$ cat config.mk
export PLATFORM = sky130hd
export DESIGN_NAME = div_rem_arbiter
export DESIGN_NICKNAME = d
export VERILOG_FILES = /design/src/rtl/div_rem_pkg.sv /design/src/rtl/rr_arbiter_4.sv /design/src/rtl/div_rem_arbiter.sv
export SDC_FILE = /design/constraint.sdc
export NUM_CORES = 1
export LEC_CHECK = 0
export ABC_AREA = 1
export CAP_MARGIN = 10
export CORE_MARGIN = 4
export CORE_UTILIZATION = 28
export CTS_CLUSTER_DIAMETER = 60
export DETAILED_ROUTE_END_ITERATION = 7
export RECOVER_POWER = 50
export SYNTH_ARGS = -nofsm -noshare
export SYNTH_HDL_FRONTEND = slang
export SYNTH_SLANG_ARGS = --single-unit
$ cat constraint.sdc
create_clock -name clk -period 3 [get_ports clk]
set_input_delay 0.3 -clock clk [delete_from_list [all_inputs] [get_ports clk]]
set_output_delay 0.3 -clock clk [all_outputs]
set_load 0.02 [all_outputs]
$ cat src/rtl/div_rem_pkg.sv
// rtl/div_rem_pkg.sv - shared constants and bypass helpers for the divide/remainder arbiter
package div_rem_pkg;

    localparam int NUM_CORES = 4;
    localparam int TIMEOUT   = 16;

    localparam logic [1:0] ORDER_DIV  = 2'b00;
    localparam logic [1:0] ORDER_DIVU = 2'b01;
    localparam logic [1:0] ORDER_REM  = 2'b10;
    localparam logic [1:0] ORDER_REMU = 2'b11;

    localparam logic [31:0] ALL_ONES = 32'hFFFF_FFFF;
    localparam logic [31:0] INT_MIN  = 32'h8000_0000;

    // Signed overflow exists for both signed opcodes: INT_MIN / -1.
    function automatic logic is_overflow(input logic [1:0] order, input logic [31:0] rs1,
                                         input logic [31:0] rs2);
        return (order != ORDER_DIVU) && (order != ORDER_REMU) &&
               (rs1 == INT_MIN) && (rs2 == ALL_ONES);
    endfunction

    function automatic logic is_bypass(input logic [1:0] order, input logic [31:0] rs1,
                                       input logic [31:0] rs2);
        return (rs2 == '0) || is_overflow(order, rs1, rs2);
    endfunction

    // Architectural result of an operation that never reaches the divider.
    function automatic logic [31:0] bypass_result(input logic [1:0] order, input logic [31:0] rs1,
                                                  input logic [31:0] rs2);
        logic is_rem;
        is_rem = (order == ORDER_REM) || (order == ORDER_REMU);
        if (rs2 == '0) begin
            return is_rem ? rs1 : ALL_ONES;
        end
        return is_rem ? 32'h0000_0000 : INT_MIN;
    endfunction

endpackage

$ cat src/rtl/rr_arbiter_4.sv
// rtl/rr_arbiter_4.sv - 4-way round-robin arbiter, pointer moves past the winner on grant
module rr_arbiter_4
    import div_rem_pkg::*;
(
    input  logic       clk,
    input  logic       reset,
    input  logic [3:0] req,
    output logic [3:0] grant,
    output logic [1:0] winner
);

    logic [1:0] ptr;

    // Scan from the pointer upward (wrapping) and grant the first requester.
    always_comb begin : pick
        logic       found;
        logic [1:0] idx;
        grant  = '0;
        winner = '0;
        found  = 1'b0;
        idx    = '0;
        for (int k = 0; k < NUM_CORES; k++) begin
            idx = ptr + 2'(k);
            if (!found && req[idx]) begin
                found      = 1'b1;
                grant[idx] = 1'b1;
                winner     = idx;
            end
        end
    end

    // Pointer only moves when someone was granted, so idle cycles keep fairness order.
    always_ff @(posedge clk or negedge reset) begin
        if (!reset) begin
            ptr <= '0;
        end else if (|req) begin
            ptr <= winner + 2'd1;
        end
    end

endmodule

$ cat src/rtl/div_rem_arbiter.sv
// rtl/div_rem_arbiter.sv - shares one divider among four cores, short-circuits trivial cases
module div_rem_arbiter
    import div_rem_pkg::*;
(
    input  logic         clk,
    input  logic         reset,
    input  logic [3:0]   req_valid,
    input  logic [7:0]   req_order,
    input  logic [127:0] req_rs1,
    input  logic [127:0] req_rs2,
    output logic [3:0]   req_accept,
    output logic [3:0]   resp_valid,
    output logic [127:0] resp_data,
    output logic         div_request,
    output logic [2:0]   div_core_num,
    output logic [1:0]   div_order,
    output logic [31:0]  div_rs1,
    output logic [31:0]  div_rs2,
    input  logic [3:0]   div_ready,
    input  logic [127:0] div_ans,
    output logic [3:0]   err_timeout,
    output logic [3:0]   err_spurious
);

    localparam logic [1:0] ST_IDLE   = 2'd0;
    localparam logic [1:0] ST_BYPASS = 2'd1;
    localparam logic [1:0] ST_ISSUED = 2'd2;

    logic [1:0]  state   [NUM_CORES];
    logic [4:0]  cnt     [NUM_CORES];
    logic [31:0] byp_res [NUM_CORES];

    logic [3:0] eligible;
    logic [3:0] bypass;
    logic [3:0] arb_req;
    logic [3:0] grant;
    logic [1:0] winner;

    // Split idle requesters into those needing the divider and those answered locally.
    always_comb begin
        eligible = '0;
        bypass   = '0;
        arb_req  = '0;
        for (int i = 0; i < NUM_CORES; i++) begin
            eligible[i] = req_valid[i] && (state[i] == ST_IDLE);
            bypass[i]   = eligible[i] &&
                          is_bypass(req_order[2*i +: 2], req_rs1[32*i +: 32], req_rs2[32*i +: 32]);
            arb_req[i]  = eligible[i] && !bypass[i];
        end
    end

    rr_arbiter_4 u_arb (
        .clk    (clk),
        .reset  (reset),
        .req    (arb_req),
        .grant  (grant),
        .winner (winner)
    );

    // Divider issue port: one-cycle strobe with operands, all zero when nothing is granted.
    always_ff @(posedge clk or negedge reset) begin
        if (!reset) begin
            div_request  <= 1'b0;
            div_core_num <= '0;
            div_order    <= '0;
            div_rs1      <= '0;
            div_rs2      <= '0;
        end else if (|grant) begin
            div_request  <= 1'b1;
            div_core_num <= {1'b0, winner};
            div_order    <= req_order[{winner, 1'b0} +: 2];
            div_rs1      <= req_rs1[{winner, 5'b0} +: 32];
            div_rs2      <= req_rs2[{winner, 5'b0} +: 32];
        end else begin
            div_request  <= 1'b0;
            div_core_num <= '0;
            div_order    <= '0;
            div_rs1      <= '0;
            div_rs2      <= '0;
        end
    end

    // Per-core sequencing: accept, track the outstanding op, return results, flag errors.
    always_ff @(posedge clk or negedge reset) begin
        if (!reset) begin
            req_accept   <= '0;
            resp_valid   <= '0;
            resp_data    <= '0;
            err_timeout  <= '0;
            err_spurious <= '0;
            for (int i = 0; i < NUM_CORES; i++) begin
                state[i]   <= ST_IDLE;
                cnt[i]     <= '0;
                byp_res[i] <= '0;
            end
        end else begin
            req_accept <= bypass | grant;
            resp_valid <= '0;
            for (int i = 0; i < NUM_CORES; i++) begin
                case (state[i])
                    ST_IDLE: begin
                        if (grant[i]) begin
                            state[i] <= ST_ISSUED;
                            cnt[i]   <= '0;
                        end else if (bypass[i]) begin
                            state[i]   <= ST_BYPASS;
                            byp_res[i] <= bypass_result(req_order[2*i +: 2], req_rs1[32*i +: 32],
                                                        req_rs2[32*i +: 32]);
                        end
                    end
                    ST_BYPASS: begin
                        state[i]            <= ST_IDLE;
                        resp_valid[i]       <= 1'b1;
                        resp_data[32*i +: 32] <= byp_res[i];
                    end
                    ST_ISSUED: begin
                        if (div_ready[i]) begin
                            state[i]              <= ST_IDLE;
                            resp_valid[i]         <= 1'b1;
                            resp_data[32*i +: 32] <= div_ans[32*i +: 32];
                        end else begin
                            // Saturate at the limit; the core stays parked until a result or reset.
                            if (cnt[i] != 5'(TIMEOUT)) begin
                                cnt[i] <= cnt[i] + 5'd1;
                            end
                            if (cnt[i] == 5'(TIMEOUT - 1)) begin
                                err_timeout[i] <= 1'b1;
                            end
                        end
                    end
                    default: state[i] <= ST_IDLE;
                endcase
                if (div_ready[i] && (state[i] != ST_ISSUED)) begin
                    err_spurious[i] <= 1'b1;
                end
            end
        end
    end

endmodule

==> report_table.html <==
<table>
<tr><th>Metric</th><th>Value</th></tr>
<tr><th colspan="2">Routing</th></tr>
<tr><td>Initial DRC Count</td><td>roughly 1600</td></tr>
<tr><td>Detailed-routing iteration count for the pre-antenna-repair pass</td><td>6</td></tr>
<tr><td>Average via count per standard cell</td><td>4.772</td></tr>
<tr><td>Average wire per cell in the routed design</td><td>~21 um</td></tr>
<tr><td>Overall routed net length</td><td>about 100000 um</td></tr>
<tr><td>Detail Route Antenna Nets</td><td>0</td></tr>
<tr><td>DRC</td><td>0</td></tr>
<tr><td>Via count</td><td>between 20000 and 25000</td></tr>
<tr><th colspan="2">Floorplan</th></tr>
<tr><td>Placement row count</td><td>~100</td></tr>
<tr><td>Vert. Die Dim</td><td>between 200 and 300 um</td></tr>
<tr><td>Initial Util</td><td>between 20% and 30%</td></tr>
<tr><td>Die area</td><td>slightly below 80000 um2</td></tr>
<tr><td>Core footprint</td><td>between 70000 and 80000 um2</td></tr>
<tr><td>Width of the die</td><td>278.1 um</td></tr>
<tr><td>I/O pin cnt</td><td>slightly above 600</td></tr>
<tr><th colspan="2">Synth</th></tr>
<tr><td>Number of instances in the synthesized netlist</td><td>approximately 2800</td></tr>
<tr><td>Average instance area after synthesis</td><td>approximately 7.3 um2</td></tr>
<tr><td>Top cells by area in the synthesized netlist</td><td>sky130_fd_sc_hd__dfrtp_1 (45%), sky130_fd_sc_hd__nand2_1 (16%), sky130_fd_sc_hd__nand3_1 (7.2%)</td></tr>
<tr><td>Warnings, synthesis</td><td>0</td></tr>
<tr><td>Synth async-reset ratio</td><td>between 90% and 100%</td></tr>
<tr><td>Portion of the post-synthesis area used by sequential elements</td><td>a little under half</td></tr>
<tr><td>Most used flip-flop cell after synthesis</td><td>sky130_fd_sc_hd__dfrtp_1</td></tr>
<tr><td>Number of distinct library cell variants in the gate-level netlist after synthesis</td><td>40</td></tr>
<tr><td>Synthesized flop and latch total</td><td>around 370</td></tr>
<tr><td>Library cell with the largest summed area after synthesis</td><td>sky130_fd_sc_hd__dfrtp_1</td></tr>
<tr><td>Number of enable flip-flop cells after synthesis</td><td>0</td></tr>
<tr><td>Cell Area, Synth</td><td>around 20000 um2</td></tr>
<tr><td>Synth Net Count</td><td>3245</td></tr>
<tr><td>Area share of the leading cell type in the synthesized netlist</td><td>about 45%</td></tr>
<tr><th colspan="2">Finish</th></tr>
<tr><td>Final net count</td><td>around 4100</td></tr>
<tr><td>Final Non-Filler Cells</td><td>approximately 4700</td></tr>
<tr><td>Storage element area</td><td>9284 um2</td></tr>
<tr><td>Layout cell share with drive strength beyond 1</td><td>~14%</td></tr>
<tr><td>Multi-input gate area in the final layout</td><td>between 9000 and 10000 um2</td></tr>
<tr><td>Cell area after layout</td><td>32130 um2</td></tr>
<tr><td>Synth-to-layout area growth</td><td>57.29%</td></tr>
<tr><td>Fillcell total</td><td>7325</td></tr>
<tr><th colspan="2">Power and ir drop</th></tr>
<tr><td>Relative contribution of combinational cells to total power</td><td>between 60% and 70%</td></tr>
<tr><td>Cell internal pwr</td><td>between 0.015 and 0.02 W</td></tr>
<tr><td>Static Leakage</td><td>14.76 nW</td></tr>
<tr><td>Switching portion of total power</td><td>roughly 46%</td></tr>
<tr><td>Worst VDD drop</td><td>1149 uV</td></tr>
<tr><td>Pwr Density</td><td>1114 nW/um2</td></tr>
<tr><td>Portion of total power attributed to sequential cells</td><td>between 20% and 30%</td></tr>
<tr><td>Clock network fraction of design power</td><td>between 15 and 20%</td></tr>
<tr><td>Reported net switching power</td><td>between 0.015 and 0.02 W</td></tr>
<tr><th colspan="2">Place</th></tr>
<tr><td>Final weighted congestion in routability-driven placement</td><td>between 0.9 and 1</td></tr>
<tr><td>Dpl ws</td><td>-0.9337 ns</td></tr>
<tr><td>Placed wire-length estimate</td><td>about 80000 um</td></tr>
<tr><td>Dpl cell area</td><td>just over 30000 um2</td></tr>
<tr><td>Number of I/O port buffers</td><td>614</td></tr>
<tr><td>Number of cells in the design after placement</td><td>~4600</td></tr>
<tr><th colspan="2">Clock tree</th></tr>
<tr><td>Clock buffer count from CTS</td><td>just under 50</td></tr>
<tr><td>Clock insertion delay at the later pin of the skew report</td><td>a little under 0.6 ns</td></tr>
<tr><td>Cell chosen for the clock root</td><td>sky130_fd_sc_hd__clkbuf_16</td></tr>
<tr><td>Maximum clock insertion buffer count</td><td>3</td></tr>
<tr><td>CTS H-tree lvls</td><td>2</td></tr>
<tr><td>Clock transition at path regs</td><td>about 0.06 ns</td></tr>
<tr><td>Num Clock Sinks</td><td>~370</td></tr>
<tr><td>TritonCTS clock tree</td><td>done</td></tr>
<tr><th colspan="2">Flow run</th></tr>
<tr><td>Reported max-cap violation count</td><td>2</td></tr>
<tr><th colspan="2">GRT</th></tr>
<tr><td>Antenna violations before repair</td><td>25</td></tr>
<tr><td>Pin count of the biggest net entering global routing</td><td>between 70 and 80</td></tr>
<tr><td>Wire length of the first global-routing pass</td><td>around 140000 um</td></tr>
<tr><td>Sum of overflow across all layers after global routing</td><td>0</td></tr>
<tr><td>Overall routing resource usage</td><td>roughly 24%</td></tr>
<tr><td>Via count of the first global-routing pass</td><td>around 22000</td></tr>
<tr><th colspan="2">Outcome</th></tr>
<tr><td>Outcome</td><td>complete, but fails checks</td></tr>
<tr><td>Violations in the final reports</td><td>max-capacitance violations, max-slew violations</td></tr>
<tr><th colspan="2">Timing</th></tr>
<tr><td>Pins over their slew limit</td><td>108</td></tr>
<tr><td>Final critical-path setup slack</td><td>roughly 0.025 ns</td></tr>
<tr><td>Fin crit share</td><td>between 90% and 100%</td></tr>
<tr><td>Hold Fails Final Rpt</td><td>0</td></tr>
<tr><td>Transition time at the pin with the least slew margin</td><td>2.476 ns</td></tr>
<tr><td>Time the worst path needs with I/O delays and setup</td><td>2.975 ns</td></tr>
<tr><td>Clock skew after layout</td><td>approximately 0.024 ns</td></tr>
<tr><td>Number of setup violations in the final report</td><td>0</td></tr>
<tr><td>Worst relative slew slack</td><td>-65.05%</td></tr>
<tr><td>Top achievable clock speed</td><td>about 340 MHz</td></tr>
<tr><th colspan="2">Critical path</th></tr>
<tr><td>Cells traversed along the worst timing path</td><td>clkdlybuf4s50_1 &gt; nor2_1 &gt; nand4_1 &gt; buf_4 &gt; nor2_1 &gt; nand3_2 &gt; nand4_1 &gt; nand2_1 &gt; nand2_2 &gt; nand2_4 &gt; buf_4 &gt; nand3_1 &gt; nand2_1 &gt; nor2_1 &gt; nand2_1 &gt; inv_2 &gt; nand2_2 &gt; nor2_4 &gt; buf_12 &gt; clkbuf_16 &gt; nor2_1</td></tr>
<tr><td>Setup slack, reg-to-reg</td><td>roughly 0.18 ns</td></tr>
<tr><td>Critical Path End Type</td><td>register</td></tr>
<tr><td>Worst setup startpoint</td><td>req_rs1[18]</td></tr>
<tr><td>Largest stage delay on the critical path</td><td>around 0.46 ns</td></tr>
<tr><td>Critical Path Most Common Cell</td><td>sky130_fd_sc_hd__nor2_1</td></tr>
<tr><td>Endpoint of the most critical register-to-register path</td><td>div_rs1[19]</td></tr>
<tr><td>Required arrival time at the worst endpoint</td><td>~3.5 ns</td></tr>
<tr><td>Worst reg-to-reg path cell count</td><td>18</td></tr>
<tr><td>Top fanout value on the critical path</td><td>8</td></tr>
<tr><td>Crit Path Class</td><td>input port to register</td></tr>
<tr><td>Cell at the slowest stage of the critical path</td><td>sky130_fd_sc_hd__clkdlybuf4s50_1</td></tr>
<tr><td>Kind of start point of the critical path</td><td>input port</td></tr>
<tr><td>Worst reg2reg path startpoint</td><td>state[6]</td></tr>
<tr><td>Arrival time reported for the critical path endpoint</td><td>approximately 3.4 ns</td></tr>
<tr><th colspan="2">Min path</th></tr>
<tr><td>Hold depth</td><td>3</td></tr>
<tr><td>Worst min-delay path category</td><td>input port to register</td></tr>
<tr><td>Hold endpoint</td><td>resp_data[71]</td></tr>
<tr><td>Startpoint of the lowest-slack hold path</td><td>div_ans[71]</td></tr>
</table>
registers in the layout, indices dropped and copies added (netlist names):
| name | count |
|---|---|
| state | 8 |
| byp_res | 128 |
| err_spurious | 4 |
| resp_data | 128 |
| cnt | 20 |
| div_request | 1 |
| req_accept | 4 |
| div_rs2 | 32 |
| div_rs1 | 32 |
| div_core_num | 2 |
| div_order | 2 |
| err_timeout | 4 |
| u_arb.ptr | 2 |
| resp_valid | 4 |
cell families (layout without fill, tap and decap cells):
logic type / Yosys count / after routing / share of synthesized area, %
adders and majority gates: 30 / 30 / 1.837
and+or+nand+nor: 1580 / 1580 / 32.55
DFF: 371 / 371 / 45.44
buffers and inverters: 406 / 1324 / 8.580
AOI/OAI and AO/OA: 422 / 422 / 11.44
other: 1 / 16 / 0.01836
xor gates and xnor gates: 3 / 3 / 0.1286
worst max path at each step:
stage,to,slack [ns],cells after the start
2_1_floorplan,div_rs1[10],0.50,14
3_3_place_gp,div_rs2[5],-0.93,22
3_5_place_dp,div_rs2[5],-0.93,22
4_1_cts,div_rs1[8],0.01,22
5_1_grt,byp_res[55],-0.003,20
6_report,div_rs1[19],0.02,21
layer usage:
metal	routed length, um	part of all wire [%]	GRT usage, %	vias to the layer above
li1	-	-	-	10930
met1	39510	40	28.82	10530
met2	49200	49	43.52	781
met3	7736	7.8	6.770	148
met4	2938	3.0	7.018	18
met5	116	0.12	0	-
cell usage after synthesis, drive strengths merged (20+ instances only):
library cell	instances
nand4	30
nor2	318
buf	88
nand3	299
clkbuf	80
nor3	37
dfrtp	371
nand3b	20
a31oi	129
ha	30
nand2	866
inv	238
o21ai	264
through the flow:
step | total power [W] | setup TNS [ns] | utilization, % | hold slack, ns
detailed placement | 0.02891 | -180.16 | 41.97 | 0.3534
global placement | 0.02875 | -181.82 | 41.97 | 0.3619
CTS | 0.03508 | 0 | 44.34 | 0.2237
global route | 0.03827 | -0.003783 | 44.69 | 0.2510
floorplan | 0.01956 | 0 | - | 0.004409
finish | 0.03578 | 0 | 44.72 | 0.2723
final cells by class:
type	instances	share of cell area, %
Clock inverter	32	0.9656
Timing Repair Buffer	995	29.51
Multi-Input combinational cell	2036	29.81
Antenna cell	15	0.1168
Tap cell	950	3.699
Sequential cell	371	28.89
Clock buffer	59	4.217
Inverter	238	2.788
what timing repair did:
item | CTS | global route
gates cloned | 0 | 5
setup endpoints to repair | 223 | 221
setup buffers | 0 | 4
hold endpoints to repair | 67 | 0
hold buffers | 1 | 0
pin swaps | 0 | 8
gates resized for setup | 8 | 37
worst max-delay path, delay by kind of cell:
family	cells	cell delay, ns
buffers and inverters	6	1.38
and+or+nand+nor	15	1.73
cells in the final DEF (no fill, tap or decap), types with 30 or more instances in the layout:
master / synthesis / routed
sky130_fd_sc_hd__a31oi_1: 129 / 129
sky130_fd_sc_hd__buf_12: 0 / 33
sky130_fd_sc_hd__buf_4: 7 / 330
sky130_fd_sc_hd__clkbuf_16: 0 / 54
sky130_fd_sc_hd__clkdlybuf4s50_1: 0 / 538
sky130_fd_sc_hd__dfrtp_1: 371 / 371
sky130_fd_sc_hd__dlygate4sd3_1: 0 / 73
sky130_fd_sc_hd__inv_1: 235 / 233
sky130_fd_sc_hd__nand2_1: 852 / 843
sky130_fd_sc_hd__nand3_1: 295 / 289
sky130_fd_sc_hd__nand4_1: 30 / 30
sky130_fd_sc_hd__nor2_1: 313 / 304
sky130_fd_sc_hd__nor3_1: 37 / 37
sky130_fd_sc_hd__o21ai_0: 260 / 260
power groups by stage:
stage / sequential (W) / clock (W) / combinational (W)
2_1_floorplan: 0.00893 / 0 / 0.0106
3_3_place_gp: 0.00749 / 0 / 0.0213
3_5_place_dp: 0.00750 / 0 / 0.0214
4_1_cts: 0.00744 / 0.00618 / 0.0215
5_1_grt: 0.00756 / 0.00639 / 0.0243
6_report: 0.00740 / 0.00604 / 0.0223
(Power assumes the default switching activity.)
